===== config.mk =====
export PLATFORM = sky130hd
export DESIGN_NAME = op_ctrl_affine_gen
export DESIGN_NICKNAME = d
export VERILOG_FILES = /design/src/rtl/op_ctrl_pkg.sv /design/src/rtl/op_ctrl_dim_counter.sv /design/src/rtl/op_ctrl_affine_gen.sv
export SDC_FILE = /design/constraint.sdc
export NUM_CORES = 1
export LEC_CHECK = 0
export ABC_AREA = 1
export BUFFER_PORTS_ARGS = -buffer_cell sky130_fd_sc_hd__buf_2
export CAP_MARGIN = 5
export CORE_MARGIN = 3
export CORE_UTILIZATION = 59
export CTS_CLUSTER_SIZE = 28
export DETAILED_ROUTE_END_ITERATION = 10
export GPL_TIMING_DRIVEN = 0
export PLACE_DENSITY = 0.79
export SLEW_MARGIN = 20
export SYNTH_ARGS = -nofsm -noshare
export SYNTH_HDL_FRONTEND = slang
export SYNTH_SLANG_ARGS = --single-unit
export TNS_END_PERCENT = 1

===== constraint.sdc =====
create_clock -name clk -period 1.85 [get_ports clk]
set_input_delay 0.555 -clock clk [delete_from_list [all_inputs] [get_ports clk]]
set_output_delay 0.555 -clock clk [all_outputs]
set_load 0.02 [all_outputs]

===== src/rtl/op_ctrl_pkg.sv =====
// Shared types for the affine schedule controller: FSM state encoding and
// the default iteration-vector layout {dim2, dim1, dim0}.
package op_ctrl_pkg;

  localparam int DEFAULT_CW = 16;

  typedef enum logic [1:0] {
    IDLE,
    DELAY,
    RUN,
    DONE
  } ctrl_state_t;

  typedef logic [2:0][DEFAULT_CW-1:0] ctrl_vec_t;

endpackage


===== src/rtl/op_ctrl_dim_counter.sv =====
// One loop dimension of the odometer: counts 0..extent and wraps to 0,
// pulsing wrap on the increment that rolls over so the next dimension advances.
module op_ctrl_dim_counter
  import op_ctrl_pkg::*;
#(
  parameter int CW = DEFAULT_CW
) (
  input  logic          clk,
  input  logic          rst,
  input  logic          clr,
  input  logic          inc,
  // Last index of this dimension (trip count - 1), so a full 2^CW range fits.
  input  logic [CW-1:0] extent,
  output logic [CW-1:0] val,
  output logic          wrap
);

  logic [CW-1:0] val_q;
  logic          at_last;

  assign at_last = (val_q == extent);
  assign wrap    = inc & at_last;
  assign val     = val_q;

  always_ff @(posedge clk) begin
    if (rst || clr) begin
      val_q <= '0;
    end else if (inc) begin
      val_q <= at_last ? '0 : val_q + CW'(1);
    end
  end

endmodule


===== src/rtl/op_ctrl_affine_gen.sv =====
// Affine loop-nest controller for one unified-buffer port: waits START_CYCLE,
// then issues one iteration of a 3-deep nest every II cycles and flags done.
module op_ctrl_affine_gen
  import op_ctrl_pkg::*;
#(
  parameter int CW          = DEFAULT_CW,
  parameter int EXTENT_0    = 1,
  parameter int EXTENT_2    = 64,
  parameter int EXTENT_1    = 64,
  parameter int II          = 1,
  parameter int START_CYCLE = 0
) (
  input  logic                clk,
  input  logic                rst,
  input  logic                flush,
  input  logic                stall,
  output logic                valid,
  output logic [2:0][CW-1:0]  ctrl_vars,
  output logic                done
);

  localparam logic [CW-1:0] LAST_0  = CW'(EXTENT_0 - 1);
  localparam logic [CW-1:0] LAST_1  = CW'(EXTENT_1 - 1);
  localparam logic [CW-1:0] LAST_2  = CW'(EXTENT_2 - 1);
  localparam logic [CW-1:0] II_M1   = CW'(II - 1);
  localparam logic [CW-1:0] START_C = CW'(START_CYCLE);

  ctrl_state_t   state_q;
  logic [CW-1:0] delay_q;
  logic [CW-1:0] ii_q;
  logic          done_q;

  logic issue;
  logic last;
  logic wrap1, wrap2, wrap0_unused;

  assign valid = (state_q == RUN) && (ii_q == '0) && !stall;
  assign issue = valid;
  assign done  = done_q;
  assign last  = (ctrl_vars[1] == LAST_1) && (ctrl_vars[2] == LAST_2) &&
                 (ctrl_vars[0] == LAST_0);

  // The final issue is kept from advancing the odometer so the last vector stays visible.
  op_ctrl_dim_counter #(.CW(CW)) u_dim1 (
    .clk(clk), .rst(rst), .clr(flush), .inc(issue & ~last),
    .extent(LAST_1), .val(ctrl_vars[1]), .wrap(wrap1)
  );

  op_ctrl_dim_counter #(.CW(CW)) u_dim2 (
    .clk(clk), .rst(rst), .clr(flush), .inc(wrap1),
    .extent(LAST_2), .val(ctrl_vars[2]), .wrap(wrap2)
  );

  op_ctrl_dim_counter #(.CW(CW)) u_dim0 (
    .clk(clk), .rst(rst), .clr(flush), .inc(wrap2),
    .extent(LAST_0), .val(ctrl_vars[0]), .wrap(wrap0_unused)
  );

  always_ff @(posedge clk) begin
    if (rst) begin
      state_q <= IDLE;
      delay_q <= '0;
      ii_q    <= '0;
      done_q  <= 1'b0;
    end else if (flush) begin
      delay_q <= START_C;
      ii_q    <= '0;
      done_q  <= 1'b0;
      state_q <= (START_CYCLE == 0) ? RUN : DELAY;
    end else if (!stall) begin
      unique case (state_q)
        DELAY: begin
          delay_q <= delay_q - CW'(1);
          if (delay_q == CW'(1)) state_q <= RUN;
        end
        RUN: begin
          if (issue) begin
            ii_q <= II_M1;
            if (last) begin
              state_q <= DONE;
              done_q  <= 1'b1;
            end
          end else if (ii_q != '0) begin
            ii_q <= ii_q - CW'(1);
          end
        end
        default: ;
      endcase
    end
  end

endmodule


; Yosys cells after proc, flatten, opt, wreduce, memory -nomap -nowiden
; Cells that the tools add are included.
[totals]
out_inout_bits = 50
input_bits = 4
regBits = 83
word_cells = 59
[op_classes]
n_eq_ne = 12
muxes = 11
n_addsub = 5
reduce_logical = 18
n_bitwise = 5
[ops]
columns = operator, count
row1 = $mux W16, 5
row2 = $add A16 B1 Y16 const B, 3
row3 = $eq A16 B6 Y1 const B, 2
row4 = $logic_not A16 Y1, 2
row5 = $sub A16 B1 Y16 const B, 2
row6 = $eq A16 B1 Y1 const B, 1
row7 = $reduce_bool A16 Y1, 1
row8 = $mux W2, 5
row9 = $reduce_and A5 Y1, 2
row10 = $ne A3 B3 Y1 const B, 3
row11 = $ne A2 B2 Y1 const B, 4
row12 = $logic_and A1 B1 Y1, 4
row13 = $pmux W2 S2, 1
row14 = $reduce_and A4 Y1, 1
row15 = $reduce_bool A2 Y1, 2
row16 = $and A1 B1 Y1, 3
row17 = $reduce_and A3 Y1, 1
row18 = $reduce_bool A3 Y1, 1
row19 = $eq A2 B1 Y1 const B, 1
row20 = $eq A2 B2 Y1 const B, 1
row21 = $not A1 Y1, 2
row22 = $reduce_and A2 Y1, 1
row23 = $reduce_or A2 Y1, 1
row24 = $logic_not A1 Y1, 1
row25 = $logic_or A1 B1 Y1, 1

; Logic depth before layout (Yosys ltp)
; Gate-level depths: netlist of run 1.
[depth]
word_depth = 8
depth_mapped = 13
mapped_depth_nobuf = 13

; Cells and area by module
; A second synthesis of run 1 with hierarchy kept.
[hier_totals]
cells_unflattened = 950
hier_area_um2 = 5665.4
[modules_own_cells]
columns = module, n_inst, cells_per_inst, area_each_um2, seq_area_each_um2
row1 = op_ctrl_dim_counter at u_dim1 ..., 2, 216, 1201.2, 320.3
row2 = op_ctrl_affine_gen, 1, 303, 2062.0, 700.7
row3 = op_ctrl_dim_counter at u_dim0, 1, 215, 1201.2, 320.3

; Worst setup path before layout of run 1
; OpenSTA, ideal clock, no wires.
[synth_timing]
kind = register to register
from = register u_dim1.val_q[0] (netlist: u_dim1.val[0])
to = register u_dim1.val_q[11] (netlist: u_dim1.val[11])
path_slack_ns = -0.019
n_path_buf = 2
required_ns = 1.780
period_less_slack_ns = 1.869
t_arrival_ns = 1.799
setup_time_ns = 0.070
stages_incl_launch_ff = 12
cell_sequence = dfxtp_1 ha_1 nand3_2 clkinv_2 nand2_2 nor2_4 nand3_2 nand2_2 buf_6 buf_8 nand2_2 a21oi_2
[synth_between]
elab_chain_cells = 5
word_cells_on_any_way = 7
classes_between = add/sub (1) / eq/ne (1) / mux (1) / bitwise (2) / reduce/logical (2)
[synth_rtl]
columns = item, line_no
row1 = "start, declared", op_ctrl_dim_counter.sv:18  ; logic [CW-1:0] val_q;
row2 = "start signal, assigned", op_ctrl_dim_counter.sv:29  ; val_q <= at_last ? '0 : val_q + CW'(1);
row3 = "parallel branches: the longest is 5 deep, another holds $add A16 B1 Y16", n/a
; Parallel ways; which one is timed is not known.
; A chain may end at the register's enable or synchronous reset.

; Worst setup path in the final report of run 1
[layout_timing]
from = register ii_q[1]
to = output valid
[layout_between]
elab_chain_cells = 3
[layout_rtl]
columns = item, line_no
row1 = "start, declared", op_ctrl_affine_gen.sv:30  ; logic [CW-1:0] ii_q;
row2 = "start signal, assigned", op_ctrl_affine_gen.sv:84  ; ii_q <= ii_q - CW'(1);
row3 = $logic_not A16 Y1, op_ctrl_affine_gen.sv:37  ; assign valid = (state_q == RUN) && (ii_q == '0) && !stall;
row4 = $logic_and A1 B1 Y1 (2 in series), op_ctrl_affine_gen.sv:37
row5 = "end, declared", op_ctrl_affine_gen.sv:17  ; output logic valid,
; Every way passes these cells.

==> results of run 1 <==
## timing repair
| item | 4_1_cts | 5_1_grt |
|---|---|---|
| endpoints found under the setup margin | 40 | 67 |
| gates resized for setup | 28 | 22 |
| hold buffers | 0 | 0 |
| buffers inserted | 6 | 1 |
| pin swaps | 4 | 5 |
## cells in the mapped netlist (7+ instances only)
library cell    n  area share (%)
nand4_1        15             2.0
nand2_1       154              12
ha_1            8             2.1
a21oi_1        47             4.9
nor2_1        139              11
inv_1          88             6.9
nor3_1         27             2.8
nand2_2        12             1.6
nand3_1        52             5.5
xnor2_1         7             1.3
dfxtp_1        83              35
o21ai_0        21             2.2
xor2_1         11             2.0
a21oi_2         9             1.7
## flip-flops by register name, indices dropped and copies added, names as in the netlist
| signal | flops |
|---|---|
| delay_q | 16 |
| done | 1 |
| state_q | 2 |
| ii_q | 16 |
| u_dim0.val | 16 |
| u_dim1.val | 16 |
| u_dim2.val | 16 |
## metrics by stage
step	util, %	area [sq um]
floorplan	-	4770
global placement	66.2	5170
detailed placement	66.2	5170
CTS	70.4	5490
global route	71.3	5570
finish	71.3	5570
## path summary, 6_finish.rpt
path / from / to / slack [ns] / depth (start not counted)
worst min register to register: done$_SDFFE_PP0P_ / done$_SDFFE_PP0P_ / 0.46 / 2
worst max register to register: u_dim1.val[0]$_SDFFE_PP0P_ / u_dim0.val[10]$_SDFFE_PP0P_ / -0.02 / 10
worst max-delay path: ii_q[1]$_SDFFE_PP0P_ / valid / -0.15 / 7
worst min-delay path: rst / state_q[1]$_SDFFE_PP0P_ / 0.36 / 2
## cell type report
cell class,count,share of cell area [%]
inverters,93,6.29
multi-input cells,543,50.6
clock inverters,1,0.0899
repair buffers,60,5.82
well taps,102,2.29
plain buffers,12,1.51
clock buffers,15,3.35
flip-flops and latches,83,30.1
## power by group
group          leakage [nW]  internal, mW  switching (mW)
Combinational          1.56        0.0893           0.171
Sequential            0.673          1.80          0.0163
Clock                0.0997         0.635           0.637
## kinds of logic (layout without fill, tap and decap cells)
logic type                 after synthesis  after routing  share of synthesized area (%)
AOI/OAI and AO/OA                       86             86                           10.2
DFF                                     83             83                           34.8
and+or+nand+nor                        431            431                           40.5
adders and majority gates                8              8                           2.10
buffers and inverters                  105            181                           9.05
xor gates and xnor gates                18             18                           3.30
## per-layer routing
layer | global-route usage (%) | vias up | wire, um
li1 | - | 2474 | -
met1 | 30.9 | 2240 | 5030
met2 | 45.5 | 127 | 5830
met3 | 5.32 | 16 | 599
met4 | 6.75 | 0 | 133
met5 | 0 | - | 0
==> summary.txt, run 1 <==
STA
  • Setup TNS: -0.178 ns
  • Worst Max-Slew Pin Slew: about 0.72 ns
  • Final hold vios: 0
  • RSZ-0062 raised after global routing: true
  • Period utilisation layout: 108%
  • Clock Skew: ~0.014 ns
  • Max frequency: ~500 MHz
  • Post-route minimum period: 2.00 ns
  • Fin. max-slew vios: 0
  • Setup violators final: 2
  • Hold WS: 0.364 ns
  • Setup ws final: -0.154 ns
  • Slew HR: approximately 52%

Floorplanning
  • Core ar.: 0.00781 sq mm
  • Die height: between 90 and 100 um
  • DIE WIDTH: 95.9 um
  • Initial Util: ~61%
  • Die area: 0.00920 sq mm
  • IO Pins: 54
  • Rows: 32

Layout
  • Finished Layout Cells: approximately 910
  • Share of layout cells above drive strength 1: 20.1%
  • Storage cell area: around 0.0017 sq mm
  • Commonest cells after routing, fill and taps aside: 152 x nand2_1, 122 x nor2_1, 84 x inv_1
  • Area Overhead vs Synth: 16.7%
  • Leading cell type in the layout, fill and taps excluded: nand2_1
  • Antenna Cells: 0
  • Fillers: around 680
  • Layout net count: around 810
  • Multi-input logic area: ~0.0028 sq mm

Status
  • Violated checks: negative setup slack
  • Status: finished with violations

Hold path
  • HP Class: in2reg

GRT
  • Aggregate global routing overflow: 0
  • Largest net degree at the start of global routing: 13
  • Vias in the first global route: 4346
  • Initial antenna violation count: 0
  • First-pass GRT wire length: approximately 19000 um
  • GRT Overall Usage: between 20% and 30%

Detailed routing
  • Routed Wire Length: 11600 um
  • Routed via count: 4857
  • 1st-pass router iterations: 5
  • # DRC: 0
  • Via-per-instance ratio: roughly 5.3
  • 1st-iter DRT viols: 190
  • ANT nets after route: 0
  • WL per Instance: between 10 and 15 um

Critical path
  • CP arrival: 1.45 ns
  • Critical Path Slowest Stage Cell: dfxtp_2
  • Cell mode on critical path: inv_2
  • CP Cell Sequence: inv_2 -> ha_4 -> inv_2 -> nor2_1 -> nand4_1 -> nor2_4 -> buf_6
  • Worst setup SP type: register
  • Critical path class: reg2out
  • Critical path's top delay family: simple AND/OR/NAND/NOR gates
  • CP max stage delay: roughly 0.33 ns
  • Bufs and invs on worst path: 3
  • Setup crit end kind: output port
  • CP Max Fanout: 2
  • CP Data Required Time: between 1 and 1.5 ns

Logic synthesis
  • Seq/Total Area, Yosys: between 30% and 40%
  • Synth Register Bits: between 80 and 90
  • Gate count of the mapped netlist: about 730
  • Post-synth EDFFs: 0
  • Asr flop ratio synth: 0%
  • Ys flop type: dfxtp_1
  • Mapped cell area: 0.00477 sq mm
  • Synthesized area per cell: 6.53 sq um
  • Post-Syn Nets: between 700 and 800
  • Yosys warns: 0
  • Synth unique cells: 37

Place
  • Cells after DPL: between 800 and 900
  • Routability Congestion: slightly above 0.9
  • DP HPWL: 8440 um
  • Port bufs: between 50 and 60
  • Dpl ws: -0.296 ns

Clock network
  • CTS root buffer: clkbuf_8
  • Clk Latency, worst-skew pair: around 0.37 ns
  • Clk pin slew, worst setup/hold paths: 0.08 ns
  • TritonCTS clock tree: built
  • H-tree depth: 3
  • CTS Sinks: 83
  • Cts bufs inserted: 9
  • Clock Path Buffers: 2

Run
  • Max cap viols: 0

Power
  • Tot Pwr: roughly 3.3 mW
  • Power Density: about 600 mW/mm^2
  • Static Leak: roughly 2.3 nW
  • Peak supply drop: 403 uV
(Power assumes the default switching activity.)
==> run 2: changes to the inputs <==
--- a/config.mk
+++ b/config.mk
@@ -12,7 +12,6 @@
 export CORE_UTILIZATION = 59
 export CTS_CLUSTER_SIZE = 28
 export DETAILED_ROUTE_END_ITERATION = 10
-export GPL_TIMING_DRIVEN = 0
 export PLACE_DENSITY = 0.79
 export SLEW_MARGIN = 20
 export SYNTH_ARGS = -nofsm -noshare
==> run 2 against run 1 <==
  * The run still ends with negative setup slack left
  * Critical path depth did not move
  * Via count increased by 5.4%
  * Clock power is 25% higher
  * Power increased by 10%
  * Clock skew shrank 0.0049 ns
  * Sequential share of layout area shrank 2.4 points
  * Sequential cell count unchanged
  * Register-to-register slack got worse by 0.10 ns
  * Clock-buffer cell count is 4 lower
  * Final cell count up 5.8%
==> summary.txt, run 2 (synthesis gave the netlist of run 1 again) <==
Layout
  • Area Overhead vs Synth: 26.5% (was 16.7%)
  • Layout net count: 867 (was 814)
  • Leading cell type in the layout, fill and taps excluded: nand2_1 (unchanged)
  • Multi-input logic area: 0.00279 sq mm (was 0.00282 sq mm)
  • Final core utilization: 77.3% (was 71.3%)
  • Antenna Cells: 0 (unchanged)
  • Fin area: 0.00603 sq mm (was 0.00557 sq mm)
  • Share of layout cells above drive strength 1: 24.8% (was 20.1%)
  • Fillers: 594 (was 682)
  • Commonest cells after routing, fill and taps aside: 154 x nand2_1, 126 x nor2_1, 84 x inv_1 (was 152 x nand2_1, 122 x nor2_1, 84 x inv_1)
  • Storage cell area: 0.00167 sq mm (about the same)

Critical path
  • CP Launch Point: ii_q[0]$_SDFFE_PP0P_ (was ii_q[1]$_SDFFE_PP0P_)
  • Reg-to-reg endpoint: u_dim0.val[4]$_SDFFE_PP0P_ (was u_dim0.val[10]$_SDFFE_PP0P_)
  • Critical path class: reg2out (unchanged)
  • FF-to-FF path depth: 15 (was 10)
  • CP Max Fanout: 2 (unchanged)
  • Worst setup SP type: register (unchanged)
  • Setup crit end kind: output port (unchanged)
  • Critical path endpoint: valid (unchanged)
  • RR Startpoint: ii_q[0]$_SDFFE_PP0P_ (was u_dim1.val[0]$_SDFFE_PP0P_)
  • CP Data Required Time: 1.29 ns (about the same)
  • R2R Setup Slk: -0.12 ns (was -0.02 ns)
  • CP arrival: 1.44 ns (was 1.45 ns)

GRT
  • Vias in the first global route: 4641 (was 4346)
  • Largest net degree at the start of global routing: 38 (was 13)
  • Initial antenna violation count: 0 (unchanged)
  • First-pass GRT wire length: 20400 um (was 18800 um)
  • GRT Overall Usage: 27.4% (was 25.4%)
  • Aggregate global routing overflow: 0 (unchanged)

Power
  • Switching fraction of total power: 23.0% (was 24.7%)
  • NetSw: 0.851 mW (was 0.825 mW)
  • Peak supply drop: 402 uV (was 403 uV)
  • Comb power frac: 7.7% (was 7.8%)
  • Static Leak: 2.65 nW (was 2.33 nW)
  • Power Density: 612 mW/mm^2 (was 601 mW/mm^2)
  • Seq pwr share: 49.1% (was 54.2%)
  • Internal Power: 2.84 mW (was 2.52 mW)
  • Clock Power Share: 43.2% (was 38.0%)

Clock network
  • Clk Latency, worst-skew pair: 0.36 ns (was 0.37 ns)
  • Clk pin slew, worst setup/hold paths: 0.08 ns (about the same)
  • Clock Path Buffers: 2 (unchanged)
  • TritonCTS clock tree: built (unchanged)
  • Cts bufs inserted: 9 (unchanged)
  • CTS Sinks: 83 (unchanged)
  • CTS root buffer: clkbuf_8 (unchanged)
  • H-tree depth: 3 (unchanged)

Run
  • Max cap viols: 0 (unchanged)

Place
  • Dpl cell area: 0.00561 sq mm (was 0.00517 sq mm)
  • Routability Congestion: 0.935 (was 0.919)
  • DP HPWL: 9040 um (was 8440 um)
  • Port bufs: 53 (unchanged)

STA
  • Final hold vios: 0 (unchanged)
  • Fin. max-slew vios: 0 (unchanged)
  • Max frequency: 502 MHz (was 499 MHz)
  • Period utilisation layout: 108% (about the same)
  • Setup ws final: -0.140 ns (was -0.154 ns)
  • Clock Skew: 0.00866 ns (was 0.0136 ns)
  • RSZ-0062 raised after global routing: true (unchanged)
  • Post-route minimum period: 1.99 ns (was 2.00 ns)
  • Worst Max-Slew Pin Slew: 0.407 ns (was 0.722 ns)
  • Slew HR: 72.8% (was 51.9%)
  • Setup violators final: 13 (was 2)

Hold path
  • HP Class: in2reg (unchanged)

Detailed routing
  • Routed via count: 5121 (was 4857)
  • 1st-pass router iterations: 5 (unchanged)
  • # DRC: 0 (unchanged)
  • Via-per-instance ratio: 5.32 (was 5.34)
  • Routed Wire Length: 12600 um (was 11600 um)
  • WL per Instance: 13.1 um (was 12.7 um)
  • ANT nets after route: 0 (unchanged)
  • 1st-iter DRT viols: 278 (was 190)

Floorplanning
  • Die area: 0.00920 sq mm (unchanged)
  • Die height: 95.9 um (unchanged)
  • IO Pins: 54 (unchanged)
  • Initial Util: 61.1% (unchanged)
  • Core ar.: 0.00781 sq mm (unchanged)
  • DIE WIDTH: 95.9 um (unchanged)
  • Rows: 32 (unchanged)

Status
  • Violated checks: negative setup slack (unchanged)
  • Status: finished with violations (unchanged)
run 2: metrics by stage:
| stage | setup TNS [ns] | power [mW] | worst slack [ns] | std cells | hold slack [ns] |
|---|---|---|---|---|---|
| 2_1_floorplan | 0 | 2.02 | 0.00844 | 731 | 0.443 |
| 4_1_cts | -0.252 | 3.70 | -0.167 | 958 | 0.358 |
| 6_report | -0.569 | 3.69 | -0.140 | 962 | 0.374 |
| 3_3_place_gp | -0.0552 | 2.10 | -0.0299 | 937 | 0.452 |
| 3_5_place_dp | -0.982 | 2.11 | -0.101 | 937 | 0.461 |
| 5_1_grt | -3.48 | 3.80 | -0.226 | 962 | 0.366 |
run 2: cell type report:
type,count,share of cell area [%]
multi-input cells,543,46.2
flip-flops and latches,83,27.6
repair buffers,125,14.3
inverters,93,5.81
clock buffers,11,2.34
well taps,102,2.12
clock inverters,5,1.66
run 2: timing repair:
| item | in CTS | in global routing |
|---|---|---|
| resized for setup | 15 | 27 |
| endpoints found under the setup margin | 4 | 58 |
| hold buffers | 0 | 0 |
| gates cloned | 0 | 0 |
| endpoints found under the hold margin | 0 | 0 |
| setup buffers | 5 | 4 |
| pin swaps | 4 | 4 |
run 2: worst min-delay path by stage:
| stage | start | endpoint | slack [ns] | cells past startpoint |
|---|---|---|---|---|
| 2_1_floorplan | ii_q[10]$_SDFFE_PP0P_ | ii_q[10]$_SDFFE_PP0P_ | 0.44 | 1 |
| 3_5_place_dp | ii_q[10]$_SDFFE_PP0P_ | ii_q[10]$_SDFFE_PP0P_ | 0.46 | 1 |
| 5_1_grt | rst | state_q[1]$_SDFFE_PP0P_ | 0.37 | 2 |
| 4_1_cts | rst | state_q[1]$_SDFFE_PP0P_ | 0.36 | 2 |
| 6_report | rst | state_q[1]$_SDFFE_PP0P_ | 0.37 | 2 |
| 3_3_place_gp | ii_q[0]$_SDFFE_PP0P_ | ii_q[0]$_SDFFE_PP0P_ | 0.45 | 2 |
run 2: layer usage:
metal  vias to the layer above  global-route usage, %  share of wire, %
met5                         -                      0                 0
met2                       161                   47.8                49
li1                       2592                      -                 -
met1                      2349                   34.5                44
met4                         0                   8.77               1.2
met3                        19                   4.14               5.3
run 2: critical path, stage by stage, from the launching register on:
cell     delay [ns]
dfxtp_2        0.33
inv_2          0.07
ha_4           0.14
inv_2          0.04
nor2_2         0.07
nand4_1        0.13
nor2_4         0.16
buf_6          0.13
run 2: power by group through the flow:
| stage | clock network, mW | logic (mW) | registers, mW |
|---|---|---|---|
| floorplan | 0 | 0.171 | 1.85 |
| global placement | 0 | 0.250 | 1.85 |
| detailed placement | 0 | 0.255 | 1.85 |
| CTS | 1.61 | 0.273 | 1.81 |
| global route | 1.67 | 0.314 | 1.82 |
| finish | 1.59 | 0.285 | 1.81 |
==> run 3: changes to the inputs <==
--- a/config.mk
+++ b/config.mk
@@ -13,6 +13,7 @@
 export CTS_CLUSTER_SIZE = 28
 export DETAILED_ROUTE_END_ITERATION = 10
 export PLACE_DENSITY = 0.79
+export RECOVER_POWER = 25
 export SLEW_MARGIN = 20
 export SYNTH_ARGS = -nofsm -noshare
 export SYNTH_HDL_FRONTEND = slang
==> run 3 against run 2 <==
  * Sequential share of layout area is 0.098 points higher
  * The flow still finishes with violations (negative setup slack)
  * Clock power hardly changed
  * Hold slack better by 0.0045 ns
  * Critical endpoint unchanged
==> summary.txt, run 3 (synthesis gave the netlist of run 1 again) <==
Status
  • Status: finished with violations (unchanged)
  • Violated checks: negative setup slack (unchanged)

STA
  • Hold WS: 0.378 ns (was 0.374 ns)
  • Slew HR: 73.7% (was 72.8%)
  • Worst Max-Slew Pin Slew: 0.392 ns (was 0.407 ns)
  • Setup violators final: 11 (was 13)
  • Post-route minimum period: 1.99 ns (about the same)
  • Clock Skew: 0.00810 ns (was 0.00866 ns)
  • Final hold vios: 0 (unchanged)
  • Fin. max-slew vios: 0 (unchanged)
  • Period utilisation layout: 107% (was 108%)
  • Setup TNS: -0.547 ns (was -0.569 ns)
  • Setup ws final: -0.137 ns (was -0.140 ns)
  • RSZ-0062 raised after global routing: true (unchanged)
  • Max frequency: 503 MHz (was 502 MHz)

Critical path
  • CP arrival: 1.43 ns (was 1.44 ns)
  • CP Max Fanout: 2 (unchanged)
  • Worst setup SP type: register (unchanged)
  • Setup crit end kind: output port (unchanged)
  • Critical path class: reg2out (unchanged)
  • CP Data Required Time: 1.29 ns (about the same)

Layout
  • Leading cell type in the layout, fill and taps excluded: nand2_1 (unchanged)
  • Commonest cells after routing, fill and taps aside: 154 x nand2_1, 127 x nor2_1, 84 x inv_1 (was 154 x nand2_1, 126 x nor2_1, 84 x inv_1)
  • Share of layout cells above drive strength 1: 23.1% (was 24.8%)
  • Layout net count: 867 (unchanged)
  • Fin area: 0.00601 sq mm (was 0.00603 sq mm)
  • Area Overhead vs Synth: 26.0% (was 26.5%)
  • Finished Layout Cells: 962 (unchanged)
  • Antenna Cells: 0 (unchanged)

Floorplanning
  • Core ar.: 0.00781 sq mm (unchanged)
  • Initial Util: 61.1% (unchanged)
  • Die height: 95.9 um (unchanged)
  • DIE WIDTH: 95.9 um (unchanged)
  • Die area: 0.00920 sq mm (unchanged)
  • IO Pins: 54 (unchanged)
  • Rows: 32 (unchanged)

Clock network
  • Cts bufs inserted: 9 (unchanged)
  • H-tree depth: 3 (unchanged)
  • TritonCTS clock tree: built (unchanged)
  • CTS Sinks: 83 (unchanged)
  • Clk pin slew, worst setup/hold paths: 0.08 ns (about the same)
  • CTS root buffer: clkbuf_8 (unchanged)
  • Clock Path Buffers: 2 (unchanged)
  • Clk Latency, worst-skew pair: 0.35 ns (was 0.36 ns)

Place
  • Cells after DPL: 937 (unchanged)
  • DP HPWL: 9040 um (unchanged)
  • Routability Congestion: 0.935 (unchanged)
  • Dpl cell area: 0.00561 sq mm (unchanged)
  • Port bufs: 53 (unchanged)

GRT
  • Aggregate global routing overflow: 0 (unchanged)
  • GRT Overall Usage: 27.4% (unchanged)
  • First-pass GRT wire length: 20400 um (unchanged)
  • Vias in the first global route: 4641 (unchanged)
  • Initial antenna violation count: 0 (unchanged)
  • Largest net degree at the start of global routing: 38 (unchanged)

Detailed routing
  • 1st-iter DRT viols: 253 (was 278)
  • Via-per-instance ratio: 5.30 (was 5.32)
  • WL per Instance: 13.1 um (about the same)
  • ANT nets after route: 0 (unchanged)
  • Routed via count: 5098 (was 5121)
  • Routed Wire Length: 12600 um (about the same)
  • 1st-pass router iterations: 5 (unchanged)
  • # DRC: 0 (unchanged)

Power
  • Peak supply drop: 401 uV (was 402 uV)
  • Power Density: 613 mW/mm^2 (was 612 mW/mm^2)
  • Static Leak: 2.59 nW (was 2.65 nW)
  • Tot Pwr: 3.69 mW (about the same)

Run
  • Max cap viols: 0 (unchanged)

Hold path
  • HP Class: in2reg (unchanged)
## run 3: through the flow
step	setup WS, ns	utilization, %
after floorplan	0.00844	-
after global placement	-0.0299	71.8
after detailed placement	-0.101	71.8
after CTS	-0.167	76.0
after global routing	-0.226	77.0
final	-0.137	77.0
## run 3: layout make-up
| cell class | count | area (sq um) |
|---|---|---|
| Clock buffer | 11 | 141 |
| Sequential cell | 83 | 1670 |
| Clock inverter | 5 | 100 |
| Multi-Input combinational cell | 543 | 2780 |
| Fill cell | 604 | 1800 |
| Inverter | 93 | 350 |
| Tap cell | 102 | 128 |
| Timing Repair Buffer | 125 | 843 |
## run 3: critical path: stages, from the launching register on
cell	delay [ns]
dfxtp_2	0.33
inv_2	0.07
ha_4	0.14
inv_2	0.04
nor2_2	0.07
nand4_1	0.13
nor2_4	0.16
buf_6	0.13
## run 3: path summary, 6_finish.rpt
kind                                    from                         end  slack, ns  depth (start not counted)
setup / recovery        ii_q[0]$_SDFFE_PP0P_                       valid      -0.14                          7
setup reg to reg        ii_q[0]$_SDFFE_PP0P_  u_dim0.val[4]$_SDFFE_PP0P_      -0.12                         15
hold reg to reg   u_dim0.val[0]$_SDFFE_PP0P_  u_dim0.val[0]$_SDFFE_PP0P_       0.49                          2
hold / removal                           rst     state_q[1]$_SDFFE_PP0P_       0.38                          2
## run 3: repair_timing
item,in CTS,in global routing
endpoints found under the setup margin,4,58
buffers inserted,5,4
hold buffers,0,0
resized for setup,15,27
pin swaps,4,4
## run 3: where the power goes
group	internal (mW)	leakage [nW]	switching, mW	total (mW)
sequential	1.80	0.671	0.0159	1.81
clock	0.930	0.123	0.655	1.59
combinational	0.113	1.80	0.172	0.285
total	2.84	2.59	0.843	3.69
## run 3: per-layer routing
layer	part of all wire, %	GRT usage (%)
met5	0	0
met4	1.0	8.77
met3	4.6	4.14
met2	49	47.8
met1	45	34.5
